## src/rtl/pll_lock_rst_seq_if.sv

```systemverilog
// PLL-facing and domain-facing signals of the lock/reset sequencer.
// The master side is the sequencer; the slave side is the PLL plus the reset consumers.
interface pll_lock_rst_seq_if #(
  parameter int NUM_DOMAINS = 4
);
  logic                   pll_locked;
  logic                   pll_reset;
  logic [NUM_DOMAINS-1:0] dom_rst_n;
  logic                   all_ready;
  logic [7:0]             fault_cnt;
  logic [2:0]             seq_state;

  modport master (
    input  pll_locked,
    output pll_reset,
    output dom_rst_n,
    output all_ready,
    output fault_cnt,
    output seq_state
  );

  modport slave (
    output pll_locked,
    input  pll_reset,
    input  dom_rst_n,
    input  all_ready,
    input  fault_cnt,
    input  seq_state
  );
endinterface

```

## src/rtl/pll_lock_rst_seq.sv

```systemverilog
// PLL lock supervisor: pulses the PLL reset, waits for a stable lock, then
// releases the downstream domain resets one by one. Any lock loss or lock
// timeout re-arms the whole sequence and bumps a saturating fault counter.
// Every output is a flop, so domain resets cannot glitch.
module pll_lock_rst_seq #(
  parameter int RST_PULSE_CYC    = 16,
  parameter int LOCK_TIMEOUT_CYC = 65536,
  parameter int LOCK_STABLE_CYC  = 1024,
  parameter int NUM_DOMAINS      = 4,
  parameter int RELEASE_GAP_CYC  = 8
) (
  input  logic                clk,
  input  logic                sys_rst,
  pll_lock_rst_seq_if.master  bus
);

  localparam logic [2:0] S_RESET_PLL = 3'd0;
  localparam logic [2:0] S_WAIT_LOCK = 3'd1;
  localparam logic [2:0] S_STABLE    = 3'd2;
  localparam logic [2:0] S_RELEASE   = 3'd3;
  localparam logic [2:0] S_RUN       = 3'd4;

  // One shared counter serves every timed state, so it is sized for the longest interval.
  localparam int MAX_A   = (RST_PULSE_CYC > LOCK_TIMEOUT_CYC) ? RST_PULSE_CYC : LOCK_TIMEOUT_CYC;
  localparam int MAX_B   = (LOCK_STABLE_CYC > RELEASE_GAP_CYC) ? LOCK_STABLE_CYC : RELEASE_GAP_CYC;
  localparam int CNT_MAX = (MAX_A > MAX_B) ? MAX_A : MAX_B;
  localparam int CW      = $clog2(CNT_MAX + 1);

  localparam logic [CW-1:0] RST_LAST     = CW'(RST_PULSE_CYC - 1);
  localparam logic [CW-1:0] TIMEOUT_LAST = CW'(LOCK_TIMEOUT_CYC - 1);
  localparam logic [CW-1:0] STABLE_LAST  = CW'(LOCK_STABLE_CYC - 1);
  localparam logic [CW-1:0] GAP_LAST     = CW'(RELEASE_GAP_CYC - 1);
  localparam logic [7:0]    FAULT_MAX    = 8'hFF;

  logic                   sync1_q;
  logic                   lock_s_q;
  logic [2:0]             state_q, state_d;
  logic [CW-1:0]          cnt_q, cnt_d;
  logic                   pll_reset_q, pll_reset_d;
  logic [NUM_DOMAINS-1:0] dom_q, dom_d;
  logic                   ready_q, ready_d;
  logic [7:0]             fault_q, fault_d;
  logic [7:0]             fault_inc;

  assign fault_inc = (fault_q == FAULT_MAX) ? fault_q : fault_q + 8'd1;

  // Two-flop synchronizer bringing the asynchronous PLL lock into the board clock domain.
  always_ff @(posedge clk) begin
    if (sys_rst) begin
      sync1_q  <= 1'b0;
      lock_s_q <= 1'b0;
    end else begin
      sync1_q  <= bus.pll_locked;
      lock_s_q <= sync1_q;
    end
  end

  // Sequencer next-state logic; outputs are computed here so they change on the same edge as the state.
  always_comb begin
    state_d     = state_q;
    cnt_d       = cnt_q;
    pll_reset_d = pll_reset_q;
    dom_d       = dom_q;
    ready_d     = ready_q;
    fault_d     = fault_q;
    case (state_q)
      S_RESET_PLL: begin
        pll_reset_d = 1'b1;
        if (cnt_q == RST_LAST) begin
          state_d     = S_WAIT_LOCK;
          cnt_d       = '0;
          pll_reset_d = 1'b0;
        end else begin
          cnt_d = cnt_q + 1'b1;
        end
      end
      S_WAIT_LOCK: begin
        if (lock_s_q) begin
          state_d = S_STABLE;
          cnt_d   = '0;
        end else if (cnt_q == TIMEOUT_LAST) begin
          state_d     = S_RESET_PLL;
          cnt_d       = '0;
          pll_reset_d = 1'b1;
          fault_d     = fault_inc;
        end else begin
          cnt_d = cnt_q + 1'b1;
        end
      end
      S_STABLE: begin
        if (!lock_s_q) begin
          state_d = S_WAIT_LOCK;
          cnt_d   = '0;
        end else if (cnt_q == STABLE_LAST) begin
          state_d = S_RELEASE;
          cnt_d   = '0;
          dom_d   = NUM_DOMAINS'(1);
        end else begin
          cnt_d = cnt_q + 1'b1;
        end
      end
      S_RELEASE: begin
        if (!lock_s_q) begin
          state_d     = S_RESET_PLL;
          cnt_d       = '0;
          pll_reset_d = 1'b1;
          dom_d       = '0;
          ready_d     = 1'b0;
          fault_d     = fault_inc;
        end else if (dom_q[NUM_DOMAINS-1]) begin
          state_d = S_RUN;
          ready_d = 1'b1;
        end else if (cnt_q == GAP_LAST) begin
          dom_d = (dom_q << 1) | NUM_DOMAINS'(1);
          cnt_d = '0;
        end else begin
          cnt_d = cnt_q + 1'b1;
        end
      end
      S_RUN: begin
        if (!lock_s_q) begin
          state_d     = S_RESET_PLL;
          cnt_d       = '0;
          pll_reset_d = 1'b1;
          dom_d       = '0;
          ready_d     = 1'b0;
          fault_d     = fault_inc;
        end
      end
      default: begin
        state_d     = S_RESET_PLL;
        cnt_d       = '0;
        pll_reset_d = 1'b1;
        dom_d       = '0;
        ready_d     = 1'b0;
      end
    endcase
  end

  // Sequencer registers; sys_rst overrides whatever the state machine was doing on the same edge.
  always_ff @(posedge clk) begin
    if (sys_rst) begin
      state_q     <= S_RESET_PLL;
      cnt_q       <= '0;
      pll_reset_q <= 1'b1;
      dom_q       <= '0;
      ready_q     <= 1'b0;
      fault_q     <= '0;
    end else begin
      state_q     <= state_d;
      cnt_q       <= cnt_d;
      pll_reset_q <= pll_reset_d;
      dom_q       <= dom_d;
      ready_q     <= ready_d;
      fault_q     <= fault_d;
    end
  end

  assign bus.pll_reset = pll_reset_q;
  assign bus.dom_rst_n = dom_q;
  assign bus.all_ready = ready_q;
  assign bus.fault_cnt = fault_q;
  assign bus.seq_state = state_q;

endmodule
```

## src/flat_wrapper.sv

```systemverilog
// flat-port wrapper written by rule: the top's interface ports become plain ports
module pll_lock_rst_seq_flat 
#(
  parameter int RST_PULSE_CYC    = 16,
  parameter int LOCK_TIMEOUT_CYC = 65536,
  parameter int LOCK_STABLE_CYC  = 1024,
  parameter int NUM_DOMAINS      = 4,
  parameter int RELEASE_GAP_CYC  = 8
)
  (clk, sys_rst, bus_pll_locked, bus_pll_reset, bus_dom_rst_n, bus_all_ready, bus_fault_cnt, bus_seq_state);
  pll_lock_rst_seq_if #(.NUM_DOMAINS(NUM_DOMAINS)) bus_i ();
  input  logic clk;
  input  logic sys_rst;
  input wire logic [$bits(bus_i.pll_locked)-1:0] bus_pll_locked;
  output wire logic [$bits(bus_i.pll_reset)-1:0] bus_pll_reset;
  output wire logic [$bits(bus_i.dom_rst_n)-1:0] bus_dom_rst_n;
  output wire logic [$bits(bus_i.all_ready)-1:0] bus_all_ready;
  output wire logic [$bits(bus_i.fault_cnt)-1:0] bus_fault_cnt;
  output wire logic [$bits(bus_i.seq_state)-1:0] bus_seq_state;
  assign bus_i.pll_locked = bus_pll_locked;
  assign bus_pll_reset = bus_i.pll_reset;
  assign bus_dom_rst_n = bus_i.dom_rst_n;
  assign bus_all_ready = bus_i.all_ready;
  assign bus_fault_cnt = bus_i.fault_cnt;
  assign bus_seq_state = bus_i.seq_state;
  pll_lock_rst_seq #(.RST_PULSE_CYC(RST_PULSE_CYC), .LOCK_TIMEOUT_CYC(LOCK_TIMEOUT_CYC), .LOCK_STABLE_CYC(LOCK_STABLE_CYC), .NUM_DOMAINS(NUM_DOMAINS), .RELEASE_GAP_CYC(RELEASE_GAP_CYC)) u_core (.clk(clk), .sys_rst(sys_rst), .bus(bus_i));
endmodule
```

## config.mk

```make
export PLATFORM = sky130hd
export DESIGN_NAME = pll_lock_rst_seq_flat
export DESIGN_NICKNAME = d
export VERILOG_FILES = /design/src/rtl/pll_lock_rst_seq_if.sv /design/src/rtl/pll_lock_rst_seq.sv /design/src/flat_wrapper.sv
export SDC_FILE = /design/constraint.sdc
export NUM_CORES = 1
export LEC_CHECK = 0
export ABC_AREA = 1
export ABC_CLOCK_PERIOD_IN_PS = 2040
export CORE_MARGIN = 5
export CORE_UTILIZATION = 51
export CTS_CLUSTER_SIZE = 12
export DETAILED_ROUTE_END_ITERATION = 12
export GPL_TIMING_DRIVEN = 0
export PLACE_DENSITY = 0.79
export SLEW_MARGIN = 25
export SYNTH_ARGS = -nofsm -noshare
export SYNTH_HDL_FRONTEND = slang
export SYNTH_SLANG_ARGS = --single-unit
```

## constraint.sdc

```tcl
create_clock -name clk -period 2.04 [get_ports clk]
set_input_delay 0.306 -clock clk [delete_from_list [all_inputs] [get_ports clk]]
set_output_delay 0.306 -clock clk [all_outputs]
set_load 0.05 [all_outputs]
```

==> results of run 1 <==
-- cell families after synthesis --
| logic type | after synthesis |
|---|---|
| AO/OA/AOI/OAI | 39 |
| XOR/XNOR | 11 |
| adder cells (fa/ha/maj) | 4 |
| buffers and inverters | 41 |
| flip-flops | 36 |
| AND/OR/NAND/NOR | 159 |
-- registers in the layout (all words and copies together), names as in the netlist --
register,count
u_core.bus.all_ready,1
u_core.bus.fault_cnt,8
u_core.lock_s_q,1
u_core.bus.seq_state,3
u_core.bus.pll_reset,1
u_core.bus.dom_rst_n,4
u_core.sync1_q,1
u_core.cnt_q,17
-- routing by layer --
layer	up-vias	wire, um	global-route usage
li1	1010	-	-
met1	939	2090	0.226
met2	83	2450	0.313
met3	7	282	0.0540
met4	0	82	0.104
met5	-	0	0
-- power by group through the flow --
| stage | Sequential (mW) | Combinational, mW | Clock (mW) |
|---|---|---|---|
| after global placement | 0.863 | 0.879 | 0 |
| after floorplan | 1.04 | 0.485 | 0 |
| after global routing | 0.876 | 1.16 | 0.586 |
| after detailed placement | 0.868 | 0.889 | 0 |
| after CTS | 0.863 | 0.963 | 0.559 |
| final | 0.867 | 1.07 | 0.533 |
-- cell usage after synthesis (all sizes together) --
library cell / instances
a21oi: 19
a31o: 1
buf: 2
clkbuf: 2
dfxtp: 36
ha: 4
inv: 37
nand2: 68
nand3: 25
nand4: 2
nor2: 50
nor3: 14
o211ai: 1
o21ai: 16
o21ba: 1
o21bai: 1
xnor2: 3
xor2: 8
-- timing repair --
action                     4_1_cts  5_1_grt
setup buffers                   11        4
gates cloned                     1        1
pin swaps                        5        8
setup endpoints to repair       26       25
resized for setup               16       18
-- worst paths after layout --
kind / start / endpoint / slack (ns) / cells after the start
setup reg to reg: u_core.cnt_q[1] / u_core.bus.fault_cnt[3] / -0.04 / 17
setup / recovery: u_core.cnt_q[1] / u_core.bus.fault_cnt[3] / -0.04 / 17
hold / removal: u_core.sync1_q / u_core.lock_s_q / 0.41 / 2
hold reg to reg: u_core.sync1_q / u_core.lock_s_q / 0.41 / 2
-- critical path: cells and delay by family, from the launching register on --
kind / cells / cell delay [ns]
compound gates: 1 / 0.10
fa+ha+maj: 2 / 0.30
buf+inv: 4 / 0.40
flops: 1 / 0.36
simple gates: 10 / 0.86
-- per-stage QoR --
stage | std cells | instance area [sq um] | hold slack [ns]
after floorplan | 290 | 1980 | 0.375
after global placement | 357 | 2230 | 0.398
after detailed placement | 357 | 2230 | 0.400
after CTS | 376 | 2460 | 0.410
after global routing | 379 | 2550 | 0.423
final | 379 | 2550 | 0.405
-- area by class of cell --
| class | count | area share |
|---|---|---|
| Buffer | 4 | 0.0132 |
| Clock buffer | 7 | 0.0377 |
| Inverter | 37 | 0.0544 |
| Multi-Input combinational cell | 214 | 0.470 |
| Sequential cell | 36 | 0.285 |
| Tap cell | 48 | 0.0235 |
| Timing Repair Buffer | 33 | 0.116 |
==> results.txt, run 1 <==
Critical path launch point type = flip-flop
Number of CTS-inserted buffers = 5
Multi-input logic area = 1200 sq um
Clk buf depth = 2
DR vias = 2039
PortBufs = 19
Vias in the first global route = 1846
Critical Path Slowest Stage Cell = dfxtp_2
H-tree depth = 2
Worst vdd ir = 0.000409 V
Largest net degree at the start of global routing = 11
Status = complete, but fails checks
DRC viols = 0
Cells after Synth = 290
Pwr dens = 967 nW/um^2
Simple-gate portion of the synthesized area = 0.361
Post-synthesis mux area share = 0
Final count of hold timing violations = 0
Maximum fanout along the worst path = 5
Clock transition at path regs = 0.06 ns
Synth warn = 0
Sequential-to-total area share from yosys stat = 0.363
First-pass GRT wire length = 7890 um
Comb power frac = 0.433
Initial DRC count = 185
Diode count = 0
Fillers = 300
Seq pwr share = 0.351
Die Y = 72.4 um
Failing checks = setup timing
Initial antenna violation count = 0
Setup violations, final = 6
Synth Area in Adders = 0.0252
Routed WL = 4910 um
Final core occ = 0.687
Data arrival, critical path = 2.30 ns
Skew-Pair Late Insertion Delay = 0.28 ns
Complex-gate fraction of the synthesized area = 0.115
DP Worst Slack = -0.211 ns
Slew margin rel. = 0.665
Clock Sinks = 36
Crit end category = flip-flop
Synthesized area = 1980 sq um
Setup CP Type = reg -> reg
Slowest stage delay, CP = 0.36 ns
Sw power = 0.997 mW
Ratio of cells with drive above 1 in the final layout = 0.208
Commonest non-fill, non-tap cells in the layout = nand2_1 (63), nor2_1 (43), inv_1 (31)
Mapped Avg Cell Area = 6.84 sq um
Row count = 22
P_int = 1.47 mW
Setup TNS = -0.113 ns
CTS tree = built
Cells along the critical path = ha_4 -> nand3_4 -> inv_2 -> nand3_2 -> inv_1 -> nand4_1 -> inv_2 -> ha_4 -> nor2_4 -> nor2_2 -> nand2_1 -> nor2_2 -> nand3_2 -> buf_6 -> o21ai_2 -> nand2_1 -> nor2_1
Remaining Overflow, GRT = 0
Core area = 3720 sq um
Die W = 72.4 um
Top cell type's share of synthesized area = 0.363
Initial Util = 0.534
Post-synth top area cell = dfxtp_1
FMAX = 0.481 GHz
DP HPWL = 3240 um
Maxcap violations = 0
Final Skew = 0.00529 ns
Number of nets with antenna violations after routing = 0
Slew Viols, Final = 0
Critical path data required time = 2.26 ns
Setup ws final = -0.0408 ns
Clock share of power = 0.216
# nets final = 338
Fin crit share = 1.02
DIE AREA = 5240 sq um
Most common cell after layout, fill and taps aside = nand2_1
Largest family of logic cells by synthesized area = simple AND/OR/NAND/NOR gates
Via density = 5.38
Top cells by area, synth = dfxtp_1 (36%), nand2_1 (12%), nor2_1 (8.7%)
Syn nets = 297
Routed len/inst = 12.9 um
Register Area = 728 sq um
Final min period = 2.08 ns
Netlist cell types = 30
Final Wtd Congestion = 0.876
RSZ-0062 raised after global routing = true
Xor and xnor fraction of the mapped netlist area = 0.0486
HP Class = reg -> reg
Slew @ Worst Pin = 0.501 ns
Sw Ratio = 0.404
Static leakage power = 1.03 nW
#FFs+latches synth = 36
CTS Hold Bufs = 0
Ports = 20
DR pass1 iterations = 5
Overall power = 2.47 mW
Area Growth Syn to Fin = 28.7%
Root Driver = clkbuf_8
Gr usage total = 0.192
Note: power is estimated with default switching activity, not from simulation.
==> run 2: changes to the inputs <==
Settings changed: CTS_CLUSTER_DIAMETER set to 200, SETUP_SLACK_MARGIN set to 0.02.
==> run 2 against run 1 <==
  * The run still ends with setup timing left
  * Sequential share of layout area down 0.098 points
  * Clock skew barely moved
  * Count of clock-buffer cells in the layout stayed put
  * Final area is 0.34% higher
  * Non-clock buffer count did not move
  * Clock power hardly changed
  * Cell count unchanged
  * Critical path depth is the same
  * Sequential power about the same
  * Core utilization grew 0.24 points
==> results.txt, run 2 (synthesis results as in run 1) <==
Number of nets with antenna violations after routing = 0 (unchanged)
Diode count = 0 (unchanged)
Via density = 5.30 (-1.5%)
Critical path data required time = 2.26 ns (about the same)
Crit end category = flip-flop
Pwr dens = 968 nW/um^2 (about the same)
Routed WL = 4880 um (-0.47%)
Final core occ = 0.689 (+0.00236)
Maximum fanout along the worst path = 5 (unchanged)
Final min period = 2.08 ns (-0.000380 ns)
Maxcap violations = 0 (unchanged)
Reg2reg start = u_core.cnt_q[1]
Commonest non-fill, non-tap cells in the layout = nand2_1 (63), nor2_1 (43), inv_1 (31)
Row count = 22 (unchanged)
Final Wtd Congestion = 0.876 (unchanged)
Failing checks = setup timing
Slew margin rel. = 0.660 (-0.00527)
Cells after DPL = 357 (unchanged)
FMAX = 0.481 GHz (about the same)
Clk buf depth = 2 (unchanged)
Setup ws final = -0.0404 ns (+0.000380 ns)
Slew @ Worst Pin = 0.510 ns (+0.00948 ns)
Number of CTS-inserted buffers = 5 (unchanged)
Static leakage power = 1.03 nW (+0.25%)
Final count of hold timing violations = 0 (unchanged)
RSZ-0062 raised after global routing = true
Overall power = 2.48 mW (+0.42%)
CTS tree = built
Fin crit share = 1.02 (about the same)
Vias in the first global route = 1846 (unchanged)
Setup CP Type = reg -> reg
Worst vdd ir = 0.000409 V (about the same)
DIE AREA = 5240 sq um (unchanged)
Final Skew = 0.00573 ns (+0.000431 ns)
Worst setup startpoint = u_core.cnt_q[1]
HP Class = reg -> reg
DR pass1 iterations = 4 (-1)
DR vias = 2009 (-1.5%)
Core area = 3720 sq um (unchanged)
Delay-heaviest family, CP = simple AND/OR/NAND/NOR gates
Status = complete, but fails checks
Area Growth Syn to Fin = 29.1%
Biggest register = u_core.cnt_q
Ports = 20 (unchanged)
Hold_sp = u_core.sync1_q
CTS Hold Bufs = 0 (unchanged)
Routed len/inst = 12.9 um (-0.47%)
Die W = 72.4 um (unchanged)
Initial Util = 0.534 (unchanged)
Final Non-Filler Cells = 379 (unchanged)
First-pass GRT wire length = 7890 um (unchanged)
Initial antenna violation count = 0 (unchanged)
Most common cell after layout, fill and taps aside = nand2_1
Cells along the critical path = ha_4 -> nand3_4 -> inv_2 -> nand3_2 -> inv_1 -> nand4_1 -> inv_2 -> ha_4 -> nor2_4 -> nor2_2 -> nand2_1 -> nor2_2 -> nand3_2 -> buf_6 -> o21ai_2 -> nand2_1 -> nor2_1
H-tree depth = 2 (unchanged)
DP Worst Slack = -0.211 ns (unchanged)
Initial DRC count = 155 (-16%)
DP HPWL = 3240 um (unchanged)
Die Y = 72.4 um (unchanged)
Critical path launch point type = flip-flop
Data arrival, critical path = 2.30 ns (about the same)
Critical Path Slowest Stage Cell = dfxtp_2
Remaining Overflow, GRT = 0 (unchanged)
# nets final = 338 (unchanged)
Number of flip-flops in the largest register = 17 (unchanged)
Clock transition at path regs = 0.06 ns (about the same)
Clock Sinks = 36 (unchanged)
CP bufs+invs = 4 (unchanged)
Root Driver = clkbuf_8
Slowest stage delay, CP = 0.36 ns (about the same)
Ratio of cells with drive above 1 in the final layout = 0.208 (unchanged)
DRC viols = 0 (unchanged)
Slew Viols, Final = 0 (unchanged)
Largest net degree at the start of global routing = 11 (unchanged)
Skew-Pair Late Insertion Delay = 0.28 ns (about the same)
Setup violations, final = 5 (-1)
Gr usage total = 0.192 (unchanged)
PortBufs = 19 (unchanged)
run 2: cell counts in the layout (fill, tap and decap cells not counted):
No cell type changed its count.
run 2: worst register-to-register path, delay by kind of cell (launching register included):
kind,cells,cell delay (ns)
and+or+nand+nor,10,0.86
buffers and inverters,4,0.40
DFF,1,0.36
adders and majority gates,2,0.30
AOI/OAI and AO/OA,1,0.10
run 2: power by group:
| part | switching, mW | leakage [nW] | internal, mW |
|---|---|---|---|
| Sequential | 0.0812 | 0.295 | 0.784 |
| Combinational | 0.687 | 0.684 | 0.391 |
| Clock | 0.235 | 0.0503 | 0.300 |
run 2: layout make-up:
class	instances	area, sq um
clock buffer	7	96.3
tap	48	60.1
sequential	36	728
timing repair buffer	33	300
buffer	4	33.8
fill	301	1150
multi-input combinational	214	1200
inverter	37	139
run 2: repair_timing:
action / in CTS / in global routing
pin swaps: 5 / 9
endpoints found under the setup margin: 27 / 25
setup buffers: 11 / 4
cloned: 1 / 1
gates resized for setup: 16 / 20
run 2: worst paths after layout:
check                           slack [ns]  depth (start not counted)                 endpoint
worst max-delay path                 -0.04                         17  u_core.bus.fault_cnt[3]
worst min register to register        0.41                          2          u_core.lock_s_q
worst max register to register       -0.04                         17  u_core.bus.fault_cnt[3]
worst min-delay path                  0.41                          2          u_core.lock_s_q
run 2: per-layer routing:
metal,vias up,share of wire,track usage
met5,-,0,0
met1,930,0.43,0.226
met3,9,0.051,0.0540
met2,60,0.50,0.313
met4,0,0.021,0.104
li1,1010,-,-
run 2: through the flow:
| step | setup TNS (ns) | hold WS (ns) | instance area (sq um) |
|---|---|---|---|
| 6_report | -0.106 | 0.406 | 2560 |
| 3_3_place_gp | -2.34 | 0.398 | 2230 |
| 2_1_floorplan | 0 | 0.375 | 1980 |
| 5_1_grt | -1.53 | 0.423 | 2560 |
| 4_1_cts | -0.0932 | 0.410 | 2460 |
| 3_5_place_dp | -3.57 | 0.400 | 2230 |
==> run 3: changes to the inputs <==
Settings changed: GPL_TIMING_DRIVEN 0 to unset.
==> run 3 against run 2 <==
  * Largest cell class unchanged
  * Total power up 3.2%
  * The flow now finishes without violations
  * Highest routed layer unchanged
  * First-iteration DRC count up 0.65%
  * Core utilization up 0.20 points
==> results.txt, run 3 (synthesis results as in run 1) <==
Overall power = 2.56 mW (+3.2%)
Pwr dens = 995 nW/um^2 (+2.9%)
GRT busiest layer = met2
Die W = 72.4 um (unchanged)
Largest net degree at the start of global routing = 13 (+2)
DR pass1 iterations = 4 (unchanged)
DR vias = 1989 (-1.0%)
Routed len/inst = 12.2 um (-5.2%)
Final core occ = 0.691 (+0.00202)
Clock Sinks = 36 (unchanged)
Status = completed
Setup CP Type = reg -> reg
Data arrival, critical path = 2.20 ns (-0.10 ns)
DP HPWL = 3370 um (+4.1%)
Slew Viols, Final = 0 (unchanged)
Via density = 5.19 (-2.0%)
Initial DRC count = 156 (+0.65%)
Root Driver = clkbuf_8
HP Class = reg -> reg
Met3 Usage GRT = 0.0443 (-0.00970)
Slew @ Worst Pin = 0.503 ns (-0.00695 ns)
Final min period = 2.01 ns (-0.0690 ns)
Ports = 20 (unchanged)
Final Skew = 0.00867 ns (+0.00295 ns)
Multi-input logic area = 1160 sq um (-3.2%)
Gr usage total = 0.183 (-0.00854)
CTS tree = built
Number of nets with antenna violations after routing = 0 (unchanged)
Biggest register = u_core.cnt_q
Skew-Pair Late Insertion Delay = 0.30 ns (+0.02 ns)
# nets final = 341 (+0.89%)
GRT met1 Usage = 0.221 (-0.00556)
Most common cell after layout, fill and taps aside = nand2_1
Critical path launch point type = flip-flop
Clock transition at path regs = 0.08 ns (+0.02 ns)
Die Y = 72.4 um (unchanged)
Routed WL = 4680 um (-4.2%)
FMAX = 0.497 GHz (+3.4%)
Initial Util = 0.534 (unchanged)
Number of flip-flops in the largest register = 17 (unchanged)
Clk buf depth = 2 (unchanged)
Row count = 22 (unchanged)
Final count of hold timing violations = 0 (unchanged)
Commonest non-fill, non-tap cells in the layout = nand2_1 (64), nor2_1 (44), dfxtp_1 (33)
Remaining Overflow, GRT = 0 (unchanged)
Routing usage on met2 = 0.306 (-0.00708)
PortBufs = 19 (unchanged)
Maxcap violations = 0 (unchanged)
Initial antenna violation count = 0 (unchanged)
H-tree depth = 2 (unchanged)
Diode count = 0 (unchanged)
Core area = 3720 sq um (unchanged)
Register Area = 727 sq um (-0.17%)
Setup violations, final = 0 (-5)
Ratio of cells with drive above 1 in the final layout = 0.194 (-0.0144)
Crit end category = flip-flop
Vias in the first global route = 1781 (-3.5%)
DRC viols = 0 (unchanged)
Worst vdd ir = 0.000732 V (+79%)
RSZ-0062 raised after global routing = true
Fin crit share = 0.986 (-0.0338)
Static leakage power = 1.05 nW (+2.3%)
Number of CTS-inserted buffers = 5 (unchanged)
Area Growth Syn to Fin = 29.5%
Maximum fanout along the worst path = 3 (-2)
Final Wtd Congestion = 0.917 (+4.6%)
DIE AREA = 5240 sq um (unchanged)
Fillers = 306 (+1.7%)
Slew margin rel. = 0.663 (+0.00358)
Critical path data required time = 2.23 ns (-0.03 ns)
First-pass GRT wire length = 7670 um (-2.9%)
==> run 3: cell types whose count changed in the layout (fill, tap and decap cells not counted), sizes merged <==
cell      previous run  this run
bufinv               0         1
clkinv               0         1
o21ai               17        16
clkinvlp             0         1
clkbuf               9         5
buf                 16        21
nand3               25        26
==> run 3: metal layers <==
layer,up-vias,wire [um],part of all wire
li1,1017,-,-
met5,-,0,0
met4,0,118,0.025
met2,51,2190,0.47
met3,13,243,0.052
met1,908,2130,0.45
==> run 3: area by class of cell <==
class	count	share of cell area
Multi-Input combinational cell	214	0.453
Sequential cell	36	0.283
Timing Repair Buffer	40	0.142
Inverter	37	0.0550
Clock buffer	5	0.0268
Tap cell	48	0.0234
Clock inverter	3	0.0166
==> run 3: path summary, 6_finish.rpt <==
path,startpoint,to,slack [ns],depth (start not counted)
worst max-delay path,u_core.cnt_q[1],u_core.bus.pll_reset,0.03,17
worst min-delay path,u_core.sync1_q,u_core.lock_s_q,0.39,2
worst max register to register,u_core.cnt_q[1],u_core.bus.pll_reset,0.03,17
worst min register to register,u_core.sync1_q,u_core.lock_s_q,0.39,2
==> run 3: where the power goes <==
group          total (mW)  internal [mW]  switching [mW]
clock network       0.634          0.361           0.272
logic                1.06          0.386           0.670
registers           0.867          0.787          0.0802
total                2.56           1.53            1.02
==> run 3: metrics by stage <==
step | cell area, sq um | std cells | setup slack (ns) | hold WS (ns) | TNS [ns]
after floorplan | 1980 | 290 | 0.0813 | 0.375 | 0
after global placement | 2330 | 371 | 0.0361 | 0.393 | 0
after detailed placement | 2330 | 371 | -0.0962 | 0.392 | -0.453
after CTS | 2500 | 381 | 0.0181 | 0.392 | 0
after global routing | 2570 | 383 | -0.108 | 0.433 | -0.575
final | 2570 | 383 | 0.0286 | 0.391 | 0
==> run 3: what timing repair did <==
item	CTS	global route
cloned	1	0
endpoints found under the setup margin	19	24
pin swaps	1	5
setup buffers	1	2
hold buffers	0	0
gates resized for setup	5	19
==> run 3: worst max-delay path, stage by stage (launching register included) <==
cell and delay (ns):
dfxtp_4 0.37, ha_4 0.15, nand3_4 0.08, inv_2 0.06
nand3_2 0.06, inv_1 0.06, nand4_1 0.10, inv_1 0.08
ha_1 0.13, nor2_1 0.06, nor2_2 0.11, nand2_2 0.07
nor2_4 0.17, buf_4 0.14, buf_6 0.09, inv_1 0.03
o21ai_1 0.10, nand3_1 0.07
